<file path="config.mk">
export PLATFORM = sky130hd
export DESIGN_NAME = add_sequencer
export DESIGN_NICKNAME = d
export VERILOG_FILES = /design/src/rtl/add_seq_pkg.sv /design/src/rtl/add_sequencer_yadder.sv /design/src/rtl/add_sequencer.sv
export SDC_FILE = /design/constraint.sdc
export NUM_CORES = 1
export LEC_CHECK = 0
export CORE_ASPECT_RATIO = 1.2
export CORE_MARGIN = 8
export CORE_UTILIZATION = 45
export CTS_CLUSTER_SIZE = 40
export DETAILED_ROUTE_END_ITERATION = 8
export HOLD_SLACK_MARGIN = 0.1
export PLACE_DENSITY = 0.73
export SETUP_SLACK_MARGIN = 0.02
export SYNTH_ARGS = -nofsm -noshare
export SYNTH_HDL_FRONTEND = slang
export SYNTH_SLANG_ARGS = --single-unit
export TNS_END_PERCENT = 20
</file>
<file path="constraint.sdc">
create_clock -name clk -period 6.2 [get_ports clk]
set_clock_uncertainty 0.15 [all_clocks]
set_input_delay 1.24 -clock clk [delete_from_list [all_inputs] [get_ports clk]]
set_output_delay 1.24 -clock clk [all_outputs]
set_load 0.02 [all_outputs]
</file>
<file path="src/rtl/add_seq_pkg.sv">
// Shared types and constants for the word-serial multi-word adder.
// Holds the FSM encoding, the word width and the default operand size.
package add_seq_pkg;

  localparam int WORD_W        = 32;
  localparam int WORDS_DEFAULT = 4;

  typedef enum logic [1:0] {
    IDLE = 2'd0,
    RUN  = 2'd1,
    DONE = 2'd2
  } state_t;

  // Word-index width; never zero so single-word builds still get a real port.
  function automatic int idx_width(input int words);
    return (words > 1) ? $clog2(words) : 1;
  endfunction

endpackage

</file>
<file path="src/rtl/add_sequencer_yadder.sv">
// yAdder: combinational W-bit adder with carry in/out; zero latency, no flow control.
// This is the only arithmetic on operand data in the sequencer.
module yAdder #(
  parameter int W = 32
) (
  output logic [W-1:0] z,
  output logic         cout,
  input  logic [W-1:0] a,
  input  logic [W-1:0] b,
  input  logic         cin
);

  assign {cout, z} = a + b + {{W{1'b0}}, cin};

endmodule

</file>
<file path="src/rtl/add_sequencer.sv">
// add_sequencer: wide add done one 32-bit word per cycle; result valid nwords+1 cycles after accept.
// Result held in DONE until done_ready; no new request accepted until the cycle after leaving DONE.
module add_sequencer
  import add_seq_pkg::*;
#(
  parameter  int WORDS = WORDS_DEFAULT,
  localparam int IW    = idx_width(WORDS),
  localparam int DW    = WORD_W * WORDS
) (
  input  logic          clk,
  input  logic          rst_n,
  input  logic          start_valid,
  output logic          start_ready,
  input  logic [DW-1:0] a,
  input  logic [DW-1:0] b,
  input  logic          cin,
  input  logic [IW-1:0] nwords,
  output logic          done_valid,
  input  logic          done_ready,
  output logic [DW-1:0] res,
  output logic          cout,
  output logic          ovf
);

  typedef struct packed {
    logic [DW-1:0] op_a;
    logic [DW-1:0] op_b;
    logic [IW-1:0] last;
  } req_t;

  state_t              state;
  state_t              state_nxt;
  req_t                req_q;
  logic [IW-1:0]       idx;
  logic [IW-1:0]       nw_clamped;
  logic                carry;
  logic                accept;
  logic                last_word;
  logic [WORD_W-1:0]   opa;
  logic [WORD_W-1:0]   opb;
  logic [WORD_W-1:0]   sum;
  logic                add_co;

  // Only non-power-of-two WORDS can see an out-of-range word count.
  generate
    if ((1 << IW) > WORDS) begin : g_clamp
      localparam logic [IW-1:0] MAX_IDX = IW'(WORDS - 1);
      assign nw_clamped = (nwords > MAX_IDX) ? MAX_IDX : nwords;
    end else begin : g_pass
      assign nw_clamped = nwords;
    end
  endgenerate

  assign start_ready = (state == IDLE);
  assign accept      = start_valid && start_ready;
  assign last_word   = (idx == req_q.last);
  assign opa         = req_q.op_a[idx*WORD_W +: WORD_W];
  assign opb         = req_q.op_b[idx*WORD_W +: WORD_W];

  yAdder #(.W(WORD_W)) u_adder (
    .z    (sum),
    .cout (add_co),
    .a    (opa),
    .b    (opb),
    .cin  (carry)
  );

  always_comb begin
    state_nxt = state;
    unique case (state)
      IDLE:    if (start_valid) state_nxt = RUN;
      RUN:     if (last_word)   state_nxt = DONE;
      DONE:    if (done_ready)  state_nxt = IDLE;
      default: state_nxt = IDLE;
    endcase
  end

  always_ff @(posedge clk or negedge rst_n) begin
    if (!rst_n) begin
      state <= IDLE;
    end else begin
      state <= state_nxt;
    end
  end

  // Carry is seeded with cin on accept so nothing leaks between requests.
  always_ff @(posedge clk or negedge rst_n) begin
    if (!rst_n) begin
      req_q      <= '0;
      idx        <= '0;
      carry      <= 1'b0;
      res        <= '0;
      cout       <= 1'b0;
      ovf        <= 1'b0;
      done_valid <= 1'b0;
    end else begin
      done_valid <= (state_nxt == DONE);
      if (accept) begin
        req_q <= '{op_a: a, op_b: b, last: nw_clamped};
        idx   <= '0;
        carry <= cin;
        res   <= '0;
      end else if (state == RUN) begin
        res[idx*WORD_W +: WORD_W] <= sum;
        carry                     <= add_co;
        idx                       <= idx + 1'b1;
        if (last_word) begin
          cout <= add_co;
          ovf  <= (opa[WORD_W-1] == opb[WORD_W-1]) && (sum[WORD_W-1] != opa[WORD_W-1]);
        end
      end
    end
  end

endmodule

</file>
Word-level counts from Yosys, hierarchy flattened
Index checks and enable logic that the tools add are counted.
Widths: inputs -> output; s select.
{"block": "op_classes", "n_reduce_logical": 5, "n_div": 0, "eq_ne": 6, "n_mul": 0, "n_mux": 11, "addsub": 4, "shift": 4, "bitwise_logic": 1, "n_lt_le_gt_ge": 0}
{"operator": "$mux 128", "n": 2}
{"operator": "$shiftx 128x8->32", "n": 2}
{"operator": "$bwmux 128", "n": 1}
{"operator": "$shift 32x34->128 const A", "n": 1}
{"operator": "$shiftx 32x34->128", "n": 1}
{"operator": "$neg 7->34", "n": 1}
{"operator": "$add 32x32->33", "n": 1}
{"operator": "$add 33x1->33", "n": 1}
{"operator": "$mux 2", "n": 5}
{"operator": "$pmux 2 s3", "n": 1}
{"operator": "$eq 2x2->1 const B", "n": 2}
{"operator": "$reduce_and 3->1", "n": 1}
{"operator": "$add 2x1->2 const B", "n": 1}
{"operator": "$eq 2x1->1 const B", "n": 1}
{"operator": "$eq 2x2->1", "n": 1}
{"operator": "$logic_and 1x1->1", "n": 2}
{"operator": "$logic_not 2->1", "n": 1}
{"operator": "$mux 1", "n": 2}
{"operator": "$reduce_bool 2->1", "n": 1}
{"operator": "$eq 1x1->1", "n": 1}
{"operator": "$ne 1x1->1", "n": 1}
{"operator": "$not 1->1", "n": 1}
{"block": "word_totals", "out_inout_bits": 132, "latch_bits": 0, "romBits": 0, "memories": 0, "regBits": 394, "word_cells": 41, "mem_bits_rw": 0}

Logic depth before layout (Yosys ltp)
{"block": "depth", "depth_word": 7, "ltp_mapped": 14, "ltp_nobuf": 11}

Hierarchy
From an unflattened synthesis, not the netlist that was laid out.
{"block": "unflattened", "hier_cells": 1785, "area_unflattened_um2": 17946.0}
{"module": "add_sequencer", "cells_each": 1548, "instances": 1, "area_per_inst_um2": 16231.8}
{"module": "yAdder", "cells_each": 237, "instances": 1, "area_per_inst_um2": 1714.1}

Worst setup path before layout
OpenSTA, ideal clock, no wires.
{"block": "synth_path", "kind": "reg-to-reg", "from": "reg idx[0]", "to": "reg carry", "path_stages_with_launch": 14, "arrival_time_ns": 3.948, "setup_ns": 0.133, "n_path_buf": 2, "required_time_ns": 5.917, "path_slack_ns": 1.969, "cell_sequence": "dfrtp_1 > clkbuf_1 > clkbuf_1 > mux4_2 > fa_1 > fa_1 > a211oi_1 > o21bai_1 > o211ai_2 > a31oi_1 > a21oi_2 > o21ai_1 > a2111oi_0 > nor2_1"}
{"block": "synth_via", "elab_chain_len": 5}
{"element": "start: declaration", "line": "add_sequencer.sv:34", "source": "logic [IW-1:0] idx;"}
{"element": "start signal: assignment", "line": "add_sequencer.sv:106", "source": "idx <= idx + 1'b1;"}
{"element": "$shiftx 128x8->32, on equally long branches", "line": "add_sequencer.sv:57, add_sequencer.sv:58"}
{"element": "$add 32x32->33 (*)", "line": "add_sequencer_yadder.sv:13", "source": "assign {cout, z} = a + b + {{W{1'b0}}, cin};"}
{"element": "$add 33x1->33 (*)", "line": "add_sequencer_yadder.sv:13"}
{"element": "$mux 1 (*)", "line": "add_sequencer.sv:103", "source": "end else if (state == RUN) begin"}
{"element": "$mux 1 (*)", "line": "add_sequencer.sv:98", "source": "if (accept) begin"}
{"element": "end signal: assignment", "line": "add_sequencer.sv:101", "source": "carry <= cin;"}
{"element": "end signal: assignment", "line": "add_sequencer.sv:105", "source": "carry <= add_co;"}
{"element": "end: declaration", "line": "add_sequencer.sv:36", "source": "logic carry;"}
Mark *: on every way between the ends. The rest lies on a longest branch, timed or not. The select of a mux whose other input is x is not followed.
A chain may end at the register's enable or synchronous reset.

Worst setup path after layout
{"block": "layout_path", "from": "reg idx[0]", "to": "reg res[16]"}
{"block": "layout_via", "elab_chain_len": 7}
{"element": "$shiftx 128x8->32, on equally long branches", "line": "add_sequencer.sv:57, add_sequencer.sv:58"}
{"element": "$add 32x32->33", "line": "add_sequencer_yadder.sv:13"}
{"element": "$add 33x1->33", "line": "add_sequencer_yadder.sv:13"}
{"element": "$shiftx 32x34->128", "line": "add_sequencer.sv:104", "source": "res[idx*WORD_W +: WORD_W] <= sum;"}
{"element": "$bwmux 128 (*)", "line": "add_sequencer.sv:104"}
{"element": "$mux 128 (*)", "line": "add_sequencer.sv:103"}
{"element": "$mux 128 (*)", "line": "add_sequencer.sv:98"}
{"element": "end signal: indexed assignment", "line": "add_sequencer.sv:104"}
{"element": "end: declaration", "line": "add_sequencer.sv:20", "source": "output logic [DW-1:0] res,"}
Marks and branches as above.

==> summary.txt <==
Logic synthesis
  • Register area share after synthesis: between 50% and 60%
  • Syn Area/Cell: 14.5 um2
  • Unique masters post-synth: 61
  • Synth Flop Type: dfrtp_1
  • Synth area leader: dfrtp_1
  • Multiplexer share of the synthesized area: about a quarter
  • Async S/R FF share, synth: between 90% and 100%
  • Syn Nets: approximately 1500
  • Simple-Gate Fraction of Synth Area: approximately 2.7%
  • Synth Register Bits: 394
  • Area share of the largest cell type after synthesis: a little under three fifths
  • XOR/XNOR share of the synthesized area: 1.53%
  • Post-Synthesis Cells: about 1200
  • Main combinational cell family by area after synthesis: multiplexers
  • Synthesized area: 17600 um2
  • Yosys warns: 0
  • Top cells by area, synth: dfrtp_1 (56%), mux2_2 (16%), mux4_2 (8.2%)
  • Number of flops mapped to enable cells by yosys: 0
  • Synth Area in Compound Gates: a little over a tenth
  • Post-synthesis adder-cell area fraction: ~2.7%

Floorplan
  • Rows: roughly 80
  • Core ar.: around 39000 um2
  • Initial core utilization: 45.5%
  • Die Y: about 230 um
  • I/O Pins: approximately 400
  • Die area: between 40000 and 50000 um2
  • Die Wd: approximately 200 um

Worst setup path
  • Startpoint types: flop
  • Worst endpoint required time: between 6000 and 7000 ps
  • Worst path cell trace: mux4_2 -> fa_1 -> fa_1 -> a211oi_1 -> o21bai_1 -> o21ai_0 -> o21ai_1 -> a31oi_1 -> o21bai_1 -> xor2_1 -> a22o_1
  • Reg2Reg Depth: 11
  • Max Fanout on Critical Path: 22
  • Critical path arrival: about 5000 ps
  • Critical path's slowest cell: dfrtp_4
  • Crit-path max cell delay: 730 ps
  • Critical path type: flop to flop
  • CP Capture Type: flop

Worst hold path
  • Hold path depth: 2
  • Hold Crit Class: flop to flop

Clocking
  • CTS tree: done
  • CTS buffer count: 40
  • CTS max path bufs: 3
  • Root buf cell: clkbuf_16
  • Hold buffer count at cts: 0
  • H-tree lvl count: 2
  • Clk_lat worst skew: 540 ps
  • Post-CTS sizing: 0
  • Post-CTS setup buffer count: 0
  • Clock Pin Slew Worst Setup and Hold Paths: 60 ps
  • TritonCTS Sinks: just under 400

Placement
  • Number of port buffers: approximately 390
  • HPWL after DPL: roughly 38000 um
  • Placed cell count: approximately 2100
  • GP Congestion: between 0.8 and 0.9

Global route
  • Initial antenna violation count: 2
  • Gr usage total: 22.0%
  • First-pass GRT wire length: ~80000 um
  • Gr ovfl total: 0
  • Pin count of the biggest net entering global routing: 146
  • Vias in the first global route: ~13000

STA
  • Period utilisation layout: approximately three quarters
  • Tmin final: ~4600 ps
  • Max_slew headroom: between 30% and 40%
  • Number of hold violations in the final report: 0
  • Unrepaired setup endpoints after global routing: false
  • Setup_tns: 0 ps
  • Hold slack: between 300 and 400 ps
  • Max Clock Freq: around 220 MHz
  • Final Setup Violations: 0
  • Final Max Tran Viols: 0
  • Least-Margin Pin Slew: 997 ps

Routing
  • Detail Route Antenna Nets: 0
  • Total Wirelength: 50800 um
  • DRC: 0
  • Drt initial violations: roughly 660
  • TritonRoute pass-1 iters: 5
  • Routed WL per cell: about 24 um
  • Vias per inst: 5.57
  • Routed vias: 12000

Finish
  • Final Non-Filler Cells: approximately 2200
  • Most frequent cells in the layout: clkdlybuf4s50_1 (393), dfrtp_1 (392), mux2_2 (258), a22o_1 (113), mux4_2 (64)
  • NumNets Final: ~1900
  • Core Util, Final: roughly three fifths
  • Area Growth Syn to Fin: 33.2%
  • Commonest non-fill, non-tap cell in the layout: clkdlybuf4s50_1
  • Share of cells above drive strength 1: 26.8%

Power and ir drop
  • Pwr dens: between 600 and 700 nW/um2
  • Maximum vdd drop: approximately 380 uV
  • Leakage: ~9.8 nW

Run
  • Max_cap viols: 0

Outcome
  • Status: completed
-- report_power, final --
group          leakage, nW  switching (mW)  internal, mW
logic                 4.27            5.39          3.82
registers             4.90           0.698          3.67
clock network        0.655           0.999          1.40
total                 9.83            7.09          8.89
-- cells in the mapped netlist (3+ instances only) --
cell and instances:
a21o_1 13, a21o_2 3, a21oi_1 34, a22o_1 113, a31oi_1 6, a32oi_1 4, and3_1 3, buf_1 9
buf_2 8, clkbuf_1 58, dfrtp_1 394, ha_1 35, inv_1 11, mux2_2 258, mux4_2 64, nand2_1 38
nand2b_1 4, nand3_1 6, nand4_1 6, nor2_1 24, nor3_1 3, o211ai_1 3, o21ai_0 31, o21ai_1 3
o21bai_1 4, o31ai_1 4, or2_2 3, xnor2_1 16, xor2_1 13
-- layer usage --
metal	vias up	track usage, %	wire, um
met5	-	0	13
met4	2	6.52	1200
met3	71	4.78	3100
met2	408	36.2	24900
met1	6151	28.9	21600
li1	5351	-	-
-- critical path: cells and delay by family (launching register included) --
| kind | cells | cell delay, ps |
|---|---|---|
| xor gates and xnor gates | 1 | 490 |
| AOI/OAI and AO/OA | 7 | 1680 |
| muxes | 1 | 590 |
| adders and majority gates | 2 | 930 |
| DFF | 1 | 730 |
-- through the flow --
step                      power (mW)  cell area (um2)  worst slack, ps
after global placement          13.3            22200             1670
after global routing            17.0            23500             1260
after CTS                       16.0            23500             1550
after floorplan                 10.3            17600             1970
after detailed placement        13.6            22200             1600
final                           16.0            23500             1560
-- sequential cells by signal, summed over array words and instances (netlist names) --
name        cells
res           128
ovf             1
idx             2
state           2
done_valid      1
carry           1
req_q         258
cout            1
-- kinds of logic after synthesis --
family	after synthesis
XOR/XNOR	30
AND/OR/NAND/NOR	101
buffers and inverters	86
multiplexers	324
AO/OA/AOI/OAI	241
flip-flops	394
adder cells (fa/ha/maj)	37
-- worst paths after layout --
check	start	endpoint	slack, ps
worst max-delay path	idx[0]$_DFFE_PN0P_	res[16]$_DFFE_PN0P_	1560
min in group asynchronous	rst_n	req_q[201]$_DFFE_PN0P_	580
worst max register to register	idx[0]$_DFFE_PN0P_	res[16]$_DFFE_PN0P_	1560
worst min register to register	res[104]$_DFFE_PN0P_	res[104]$_DFFE_PN0P_	330
max in group asynchronous	rst_n	req_q[93]$_DFFE_PN0P_	4070
worst min-delay path	res[104]$_DFFE_PN0P_	res[104]$_DFFE_PN0P_	330
-- area by class of cell --
cell class / count / area [um2]
inverter: 11 / 41.3
clock inverter: 21 / 200
clock buffer: 51 / 1110
multi-input combinational: 733 / 7480
antenna: 2 / 5.00
sequential: 394 / 9870
fill: 3038 / 15300
tap: 526 / 658
timing repair buffer: 412 / 4120
Note: power is estimated with default switching activity, not from simulation.
